$ cat config.mk
export PLATFORM = sky130hd
export DESIGN_NAME = rob_nway
export DESIGN_NICKNAME = d
export VERILOG_FILES = /design/src/rtl/rob_nway.sv
export SDC_FILE = /design/constraint.sdc
export NUM_CORES = 2
export LEC_CHECK = 0
export BUFFER_PORTS_ARGS = -buffer_cell sky130_fd_sc_hd__clkbuf_2
export CORE_AREA = 2 2 221 441
export DETAILED_ROUTE_END_ITERATION = 8
export DIE_AREA = 0 0 223 443
export GPL_ROUTABILITY_DRIVEN = 1
export PLACE_DENSITY = 0.67
export SLEW_MARGIN = 10
export SYNTH_ARGS = -nofsm -noshare
export SYNTH_HDL_FRONTEND = slang
export SYNTH_SLANG_ARGS = --single-unit
$ cat constraint.sdc
create_clock -name clock -period 10.1 [get_ports clock]
set_input_delay 0.505 -clock clock [delete_from_list [all_inputs] [get_ports clock]]
set_output_delay 0.505 -clock clock [all_outputs]
set_load 0.03 [all_outputs]
$ cat src/rtl/rob_nway.sv
// rob_nway: reorder buffer with DEPTH entries, CDB_N completion ports and two
// combinational operand lookups. The tag of an entry is its index.
// Optional feature: define ROB_CDB_FWD_EN to forward same-cycle CDB results
// onto the lookup ports.
module rob_nway #(
    parameter int DEPTH     = 16,
    parameter int XLEN      = 32,
    parameter int REG_IDX_W = 5,
    parameter int CDB_N     = 2,
    localparam int TAG_W    = $clog2(DEPTH)
) (
    input  logic                   clock,
    input  logic                   reset_n,
    input  logic                   disp_valid,
    input  logic [REG_IDX_W-1:0]   disp_dest_idx,
    output logic                   disp_ready,
    output logic [TAG_W-1:0]       disp_tag,
    input  logic [CDB_N-1:0]       cdb_valid,
    input  logic [CDB_N*TAG_W-1:0] cdb_tag,
    input  logic [CDB_N*XLEN-1:0]  cdb_value,
    input  logic [CDB_N-1:0]       cdb_mispredict,
    input  logic [2*TAG_W-1:0]     lk_tag,
    output logic [1:0]             lk_ready,
    output logic [2*XLEN-1:0]      lk_value,
    output logic                   ret_valid,
    output logic [REG_IDX_W-1:0]   ret_dest_idx,
    output logic [XLEN-1:0]        ret_value,
    output logic [TAG_W-1:0]       ret_tag,
    output logic                   ret_flush,
    output logic [TAG_W:0]         count,
    output logic                   empty
);

    localparam int CNT_W = TAG_W + 1;

    logic [DEPTH-1:0]                busy_q, busy_d;
    logic [DEPTH-1:0]                done_q, done_d;
    logic [DEPTH-1:0]                mispred_q, mispred_d;
    logic [DEPTH-1:0][REG_IDX_W-1:0] dest_q, dest_d;
    logic [DEPTH-1:0][XLEN-1:0]      value_q, value_d;
    logic [TAG_W-1:0]                head_q, head_d;
    logic [TAG_W-1:0]                tail_q, tail_d;
    logic [CNT_W-1:0]                count_q, count_d;

    logic full;
    logic dispatch;

    // Handshake and retire signals derived from the registered state only.
    always_comb begin
        full         = (count_q == CNT_W'(DEPTH));
        disp_ready   = !full;
        disp_tag     = tail_q;
        ret_valid    = busy_q[head_q] && done_q[head_q];
        ret_flush    = ret_valid && mispred_q[head_q];
        ret_dest_idx = dest_q[head_q];
        ret_value    = value_q[head_q];
        ret_tag      = head_q;
        dispatch     = disp_valid && disp_ready && !ret_flush;
        count        = count_q;
        empty        = (count_q == '0);
    end

    // Next-state: CDB writes, then retire, then dispatch; a flush overrides all.
    always_comb begin
        busy_d    = busy_q;
        done_d    = done_q;
        mispred_d = mispred_q;
        dest_d    = dest_q;
        value_d   = value_q;
        head_d    = head_q;
        tail_d    = tail_q;
        count_d   = count_q;

        // Walk ports high to low so the lowest-numbered port is written last.
        for (int p = CDB_N - 1; p >= 0; p--) begin
            if (cdb_valid[p] && busy_q[cdb_tag[p*TAG_W +: TAG_W]]) begin
                done_d[cdb_tag[p*TAG_W +: TAG_W]]    = 1'b1;
                value_d[cdb_tag[p*TAG_W +: TAG_W]]   = cdb_value[p*XLEN +: XLEN];
                mispred_d[cdb_tag[p*TAG_W +: TAG_W]] = cdb_mispredict[p];
            end
        end

        if (ret_valid) begin
            busy_d[head_q] = 1'b0;
            done_d[head_q] = 1'b0;
            head_d         = head_q + TAG_W'(1);
        end

        // The tail slot is never busy while not full, so it cannot collide with a CDB hit.
        if (dispatch) begin
            busy_d[tail_q]    = 1'b1;
            done_d[tail_q]    = 1'b0;
            mispred_d[tail_q] = 1'b0;
            value_d[tail_q]   = '0;
            dest_d[tail_q]    = disp_dest_idx;
            tail_d            = tail_q + TAG_W'(1);
        end

        unique case ({dispatch, ret_valid})
            2'b10:   count_d = count_q + CNT_W'(1);
            2'b01:   count_d = count_q - CNT_W'(1);
            default: count_d = count_q;
        endcase

        if (ret_flush) begin
            busy_d    = '0;
            done_d    = '0;
            mispred_d = '0;
            dest_d    = dest_q;
            value_d   = value_q;
            head_d    = '0;
            tail_d    = '0;
            count_d   = '0;
        end
    end

    // State registers; reset drops every entry at once.
    always_ff @(posedge clock or negedge reset_n) begin
        if (!reset_n) begin
            busy_q    <= '0;
            done_q    <= '0;
            mispred_q <= '0;
            dest_q    <= '0;
            value_q   <= '0;
            head_q    <= '0;
            tail_q    <= '0;
            count_q   <= '0;
        end else begin
            busy_q    <= busy_d;
            done_q    <= done_d;
            mispred_q <= mispred_d;
            dest_q    <= dest_d;
            value_q   <= value_d;
            head_q    <= head_d;
            tail_q    <= tail_d;
            count_q   <= count_d;
        end
    end

    // Operand lookups read pre-update state, optionally overlaid with CDB forwarding.
    always_comb begin
        lk_ready = '0;
        lk_value = '0;
        for (int l = 0; l < 2; l++) begin
            if (busy_q[lk_tag[l*TAG_W +: TAG_W]] && done_q[lk_tag[l*TAG_W +: TAG_W]]) begin
                lk_ready[l]              = 1'b1;
                lk_value[l*XLEN +: XLEN] = value_q[lk_tag[l*TAG_W +: TAG_W]];
            end
`ifdef ROB_CDB_FWD_EN
            if (!ret_flush && busy_q[lk_tag[l*TAG_W +: TAG_W]]) begin
                for (int p = CDB_N - 1; p >= 0; p--) begin
                    if (cdb_valid[p] && (cdb_tag[p*TAG_W +: TAG_W] == lk_tag[l*TAG_W +: TAG_W])) begin
                        lk_ready[l]              = 1'b1;
                        lk_value[l*XLEN +: XLEN] = cdb_value[p*XLEN +: XLEN];
                    end
                end
            end
`endif
        end
    end

endmodule

### Word-level counts from Yosys, hierarchy flattened

Index checks and enable logic that the tools add are counted.
W data, S select, Z words.

| operators by class | value |
|---|---|
| add/subtract/negate cells | 4 |
| magnitude comparators | 10 |
| equality and inequality tests | 3 |
| mux-type cells | 72 |
| bitwise logic cells | 12 |
| reductions and logical operators | 19 |

Operators by type and width:

| operator | number |
|---|---|
| $mux W512 | 3 |
| $bwmux W512 | 2 |
| $and A512 B512 Y512 | 1 |
| $not A512 Y512 | 1 |
| $bmux W32 S4 | 3 |
| $demux W32 S4 | 3 |
| $mux W32 | 8 |
| $mux W16 | 12 |
| $bwmux W80 | 1 |
| $and A16 B16 Y16 | 4 |
| $or A16 B16 Y16 | 3 |
| $bmux W1 S4 | 9 |
| $bwmux W16 | 2 |
| $not A16 Y16 | 2 |
| $lt A4 B5 Y1 const B | 6 |
| $bmux W5 S4 | 1 |
| $demux W5 S4 | 1 |
| $demux W1 S4 | 4 |
| $ge A4 B1 Y1 const B | 4 |
| $mux W4 | 4 |
| $mux W1 | 15 |
| $mux W5 | 3 |
| $logic_and A1 B1 Y1 | 12 |
| $pmux W5 S2 | 1 |
| 12 further kinds | 15 |

| word-level totals | value |
|---|---|
| flip-flop bits (word level) | 653 |
| output and inout port bits | 120 |
| word-level logic and storage cells | 158 |

### Depth between registers and ports, before layout

| logic depth | value |
|---|---|
| word-level depth | 13 |
| gate-level depth with buffers | 16 |
| depth with buffers taken out | 14 |

### Worst setup path before layout

Ideal clock, no wire load.

| timing | value |
|---|---|
| path kind | reg-to-reg |
| start point | register count_q[2] (netlist: count[2]) |
| end point | register count_q[4] (netlist: count[4]) |
| data arrival time | 3484 ps |
| data required time | 9960 ps |
| slack | 6476 ps |
| cell stages (with the launch flop) | 16 |
| period minus slack after synthesis | 3624 ps |
| cell sequence | dfrtp_1 clkbuf_1 nor4_1 a21boi_0 clkbuf_1 clkbuf_1 nand3_1 and2_1 xor2_1 ha_1 o31a_1 or3_1 inv_1 o21ai_0 o311ai_0 o21ai_0 |

| between the ends | value |
|---|---|
| cells in the longest elaborated chain, start to end | 7 |
| elaborated cells on any way between the ends | 11 |

RTL lines:

| element | line | source |
|---|---|---|
| from (decl) | 43 | `logic [CNT_W-1:0] count_q, count_d;` |
| from (signal assigned) | 136 | `count_q <= count_d;` |
| $eq A5 B5 Y1 | 50 | `full = (count_q == CNT_W'(DEPTH));` |
| $logic_not A1 Y1 | 51 | `disp_ready = !full;` |
| $logic_and A1 B1 Y1 (2 in a row) | 58 | `dispatch = disp_valid && disp_ready && !ret_flush;` |
| $eq A2 B1 Y1 / $eq A2 B2 Y1 (equally long branches) | 99 | `unique case ({dispatch, ret_valid})` |
| $pmux W5 S2 | 99 |  |
| $mux W5 | 105 | `if (ret_flush) begin` |

Parallel ways exist; a longest one is shown, timed or not.
A chain may end at the register's enable or synchronous reset.

### Worst setup path in the final report

| timing | value |
|---|---|
| start point | register head_q[2] (netlist: ret_tag[2]) |
| end point | register value_q[326] (netlist bit) |

| between the ends | value |
|---|---|
| cells in the longest elaborated chain, start to end | 7 |
| elaborated cells on any way between the ends | 11 |

RTL lines:

| element | line | source |
|---|---|---|
| from (decl) | 41 | `logic [TAG_W-1:0] head_q, head_d;` |
| from (signal assigned) | 125 | `head_q <= '0;` |
| from (signal assigned) | 134 | `head_q <= head_d;` |
| $bmux W1 S4 | 53 | `ret_valid = busy_q[head_q] && done_q[head_q];` |
| $mux W1 (not written as such) | 53 |  |
| $logic_and A1 B1 Y1 | 53 |  |
| $logic_and A1 B1 Y1 * | 54 | `ret_flush = ret_valid && mispred_q[head_q];` |
| $logic_not A1 Y1 | 58 |  |
| $logic_and A1 B1 Y1 | 58 |  |
| $mux W512 | 90 | `if (dispatch) begin` |
| to (signal assigned) | 133 | `value_q <= value_d;` |
| to (decl) | 40 | `logic [DEPTH-1:0][XLEN-1:0] value_q, value_d;` |

Mark *: on every way between the ends. The rest lies on a longest branch, timed or not. The select of a mux whose other input is x is not followed.

==> metrics.md <==
| Metric | Value |
|---|---|
| Mapped Nets | `4,465` |
| GPL Wtd Cong | `0.932` |
| Crit Path Class | `flip-flop to flip-flop` |
| Vias/cell | `8.27` |
| RSZ-0062 raised after global routing | `no` |
| Status | `finished, final reports clean` |
| First-pass GRT wire length | `305,000 µm` |
| Dominant cell type by area after synthesis | `dfrtp_1` |
| Switch Pwr | `0.00646 W` |
| Pwr per Cell Area | `301 nW/µm²` |
| Switching share of power | `41.8%` |
| Grt total ovfl | `0` |
| Initial antenna violation count | `22` |
| Clk_skew | `0.0332 ns` |
| Worst EP required | `10.70 ns` |
| Residual DRC count | `0` |
| Clock network fraction of total power | `18.1%` |
| Worst-path clk slew | `0.07 ns` |
| Fin. Hold Viols | `0` |
| Initial Util | `49.6%` |
| Slowest-stage cell, CP | `dfrtp_2` |
| Simple-Gate Fraction of Synth Area | `11.8%` |
| Synth Area in Adders | `0.264%` |
| Post-synthesis cell count | `4,363` |
| Final setup viols | `0` |
| Worst setup margin | `3.20 ns` |
| Netlist cell types | `58` |
| Drt first pass iters | `9` |
| Ys flop type | `dfrtp_1` |
| Drt wl/cell | `38.5 µm` |
| Top cells by area, synth | `dfrtp_1 34%, mux4_2 25%, a22o_1 8.4%, a32oi_1 6.5%, nand2_1 6.3%` |
| Min Hold Slack | `0.285 ns` |
| Cell area after synthesis | `47,500 µm²` |
| Post-Place Cells | `5,366` |
| Hold Path Class | `primary input to flip-flop` |
| Minimum clock period | `6.90 ns` |
| Synth top cells by count | `800 x nand2_1, 653 x dfrtp_1, 535 x mux4_2` |
| Port Buffers | `211` |
| Die area | `98,800 µm²` |
| Layout cell share with drive strength beyond 1 | `26.2%` |
| Logic pwr share | `48.0%` |
| Reg2reg path depth | `11` |
| Share of the synthesized area in the top cell type | `34.4%` |
| CP arrival | `7.50 ns` |
| Rows | `161` |
| Post-synthesis mux area share | `29.6%` |
| Global Route Usage Sum | `42.4%` |
| Async SR Flop Fraction | `100%` |
| Critical Path Max Stage Delay | `1.01 ns` |
| Core area | `95,700 µm²` |
| Largest family of logic cells by synthesized area | `multiplexers` |
| Synthesized area per cell | `10.9 µm²` |
| Die Wd | `223 µm` |
| CTS Buf Count | `69` |
| Leak | `21.5 nW` |
| Place WS | `3.73 ns` |
| Pins Over Slew Limit | `0` |
| Layout area overhead | `8.31%` |
| CTS tree | `done` |
| Register area share after synthesis | `34.4%` |
| Initial DRC Count | `8,522` |
| Hpwl dp | `112,000 µm` |
| Root buffer cell | `clkbuf_16` |
| Post-CTS Repair Setup Buffers | `0` |
| Post-synthesis register bit count | `653` |
| Fin crit share | `68.3%` |
| Setup TNS | `0 ns` |
| Reg power frac | `33.9%` |
| Maximum clock path buffer count | `3` |
| Routed vias | `45,471` |
| Critical path fanouts, max | `224` |
| Internal Power | `0.00900 W` |
| Total chip power | `0.0155 W` |
| Worst skew pair latency | `0.69 ns` |
| CTS sink cnt | `653` |
| Slew @ Worst Pin | `1.34 ns` |
| H-tree depth | `3` |
| DRT antenna net count | `0` |
| Xor/xnor share of the synthesized area | `0.0922%` |
| Compound-Gate Fraction of Synth Area | `19.3%` |
| Final wirelength | `212,000 µm` |
| Number of flops mapped to enable cells by yosys | `0` |
| Synthesis warning total | `0` |
| Max frequency | `145 MHz` |
| Cells along the critical path | `buf_4 > and2_1 > a22o_1 > nor2_1 > or2_2 > inv_2 > nand2_4 > inv_16 > buf_12 > buf_4 > a22o_1` |
| Worst hold stages | `3` |
| Crit end category | `flip-flop` |
| Count leader, synth | `nand2_1` |
| # IOs | `212` |
| CP Launch Type | `flip-flop` |
| Vias in the first global route | `44,296` |
| Largest net degree at the start of global routing | `225` |
| # nets final | `4,318` |
| Max Cap Viol | `0` |
| Max VDD drop | `260 µV` |
| Worst slew margin | `10.7%` |
| Final cell count without fillers | `5,501` |
| Die Y | `443 µm` |
==> logic make-up (layout without fill, tap and decap cells) <==
| group | after synthesis | count (layout) |
|---|---|---|
| AOI/OAI and AO/OA | 1126 | 1126 |
| xor gates and xnor gates | 5 | 5 |
| adders and majority gates | 10 | 10 |
| buffers and inverters | 531 | 437 |
| DFF | 653 | 653 |
| muxes | 716 | 716 |
| other | 0 | 10 |
| and+or+nand+nor | 1322 | 1322 |
==> power groups by stage <==
stage                     Combinational, W  Sequential (W)  Clock [W]
final                              0.00743         0.00523    0.00280
after detailed placement           0.00719         0.00515          0
after global placement             0.00699         0.00504          0
after CTS                          0.00722         0.00512    0.00278
after global routing               0.00776         0.00532    0.00288
after floorplan                    0.00558         0.00460          0
==> state kept, by name, indices dropped and copies added, names as in the netlist <==
| register | cells |
|---|---|
| busy_q | 16 |
| count | 5 |
| dest_q | 80 |
| disp_tag | 4 |
| done_q | 16 |
| mispred_q | 16 |
| ret_tag | 4 |
| value_q | 512 |
==> routing by layer <==
metal	part of all wire [%]	up-vias	wire [µm]	global-route usage, %
li1	-	16770	-	-
met1	32	22276	67400	51.2
met2	41	4961	87400	58.6
met3	17	1433	36400	19.5
met4	9.5	31	20100	32.7
met5	0.11	-	243	0.546
==> timing repair <==
| item | in CTS | in global routing |
|---|---|---|
| endpoints found under the hold margin | 94 | 0 |
| resized for setup | 0 | 0 |
| hold buffers | 1 | 0 |
==> layout make-up <==
class	instances	area, µm²
inverters	13	65.1
repair buffers	300	1800
flip-flops and latches	653	16400
fillers	8100	44300
clock buffers	96	1960
well taps	1222	1530
multi-input cells	3179	29300
diodes	10	25.0
clock inverters	28	384
==> stage by stage <==
stage	instance area (µm²)	utilization (%)
floorplan	47500	-
global placement	49000	51.3
detailed placement	49000	51.3
CTS	51400	53.7
global route	51400	53.7
finish	51400	53.7
==> critical path: cells and delay by family (launching register included) <==
kind	cells	cell delay [ns]
flops	1	1.01
buf+inv	5	3.52
simple gates	4	1.26
compound gates	2	0.48
==> cell usage in the layout, fill, tap and decap left out, types with 25 or more instances in the layout <==
| cell type | instances |
|---|---|
| o21ai_0 | 30 |
| a32oi_1 | 352 |
| a22o_1 | 453 |
| clkbuf_2 | 203 |
| dfrtp_1 | 649 |
| nand2b_1 | 35 |
| mux2_2 | 60 |
| a21oi_1 | 171 |
| nor2_1 | 260 |
| nor2b_1 | 102 |
| o221ai_1 | 64 |
| mux2i_1 | 101 |
| nand2_1 | 793 |
| clkbuf_16 | 71 |
| buf_4 | 89 |
| nand3_1 | 25 |
| mux4_2 | 535 |
==> worst paths after layout <==
kind | start | to | slack (ns)
min reg2reg | dest_q[56] | dest_q[56] | 0.50
min | cdb_value[13] | value_q[461] | 0.28
min in group asynchronous | reset_n | dest_q[40] | 0.39
max | ret_tag[2] | value_q[326] | 3.20
max in group asynchronous | reset_n | value_q[113] | 7.07
max reg2reg | ret_tag[2] | value_q[326] | 3.20
Power figures use the tool's default switching activity.
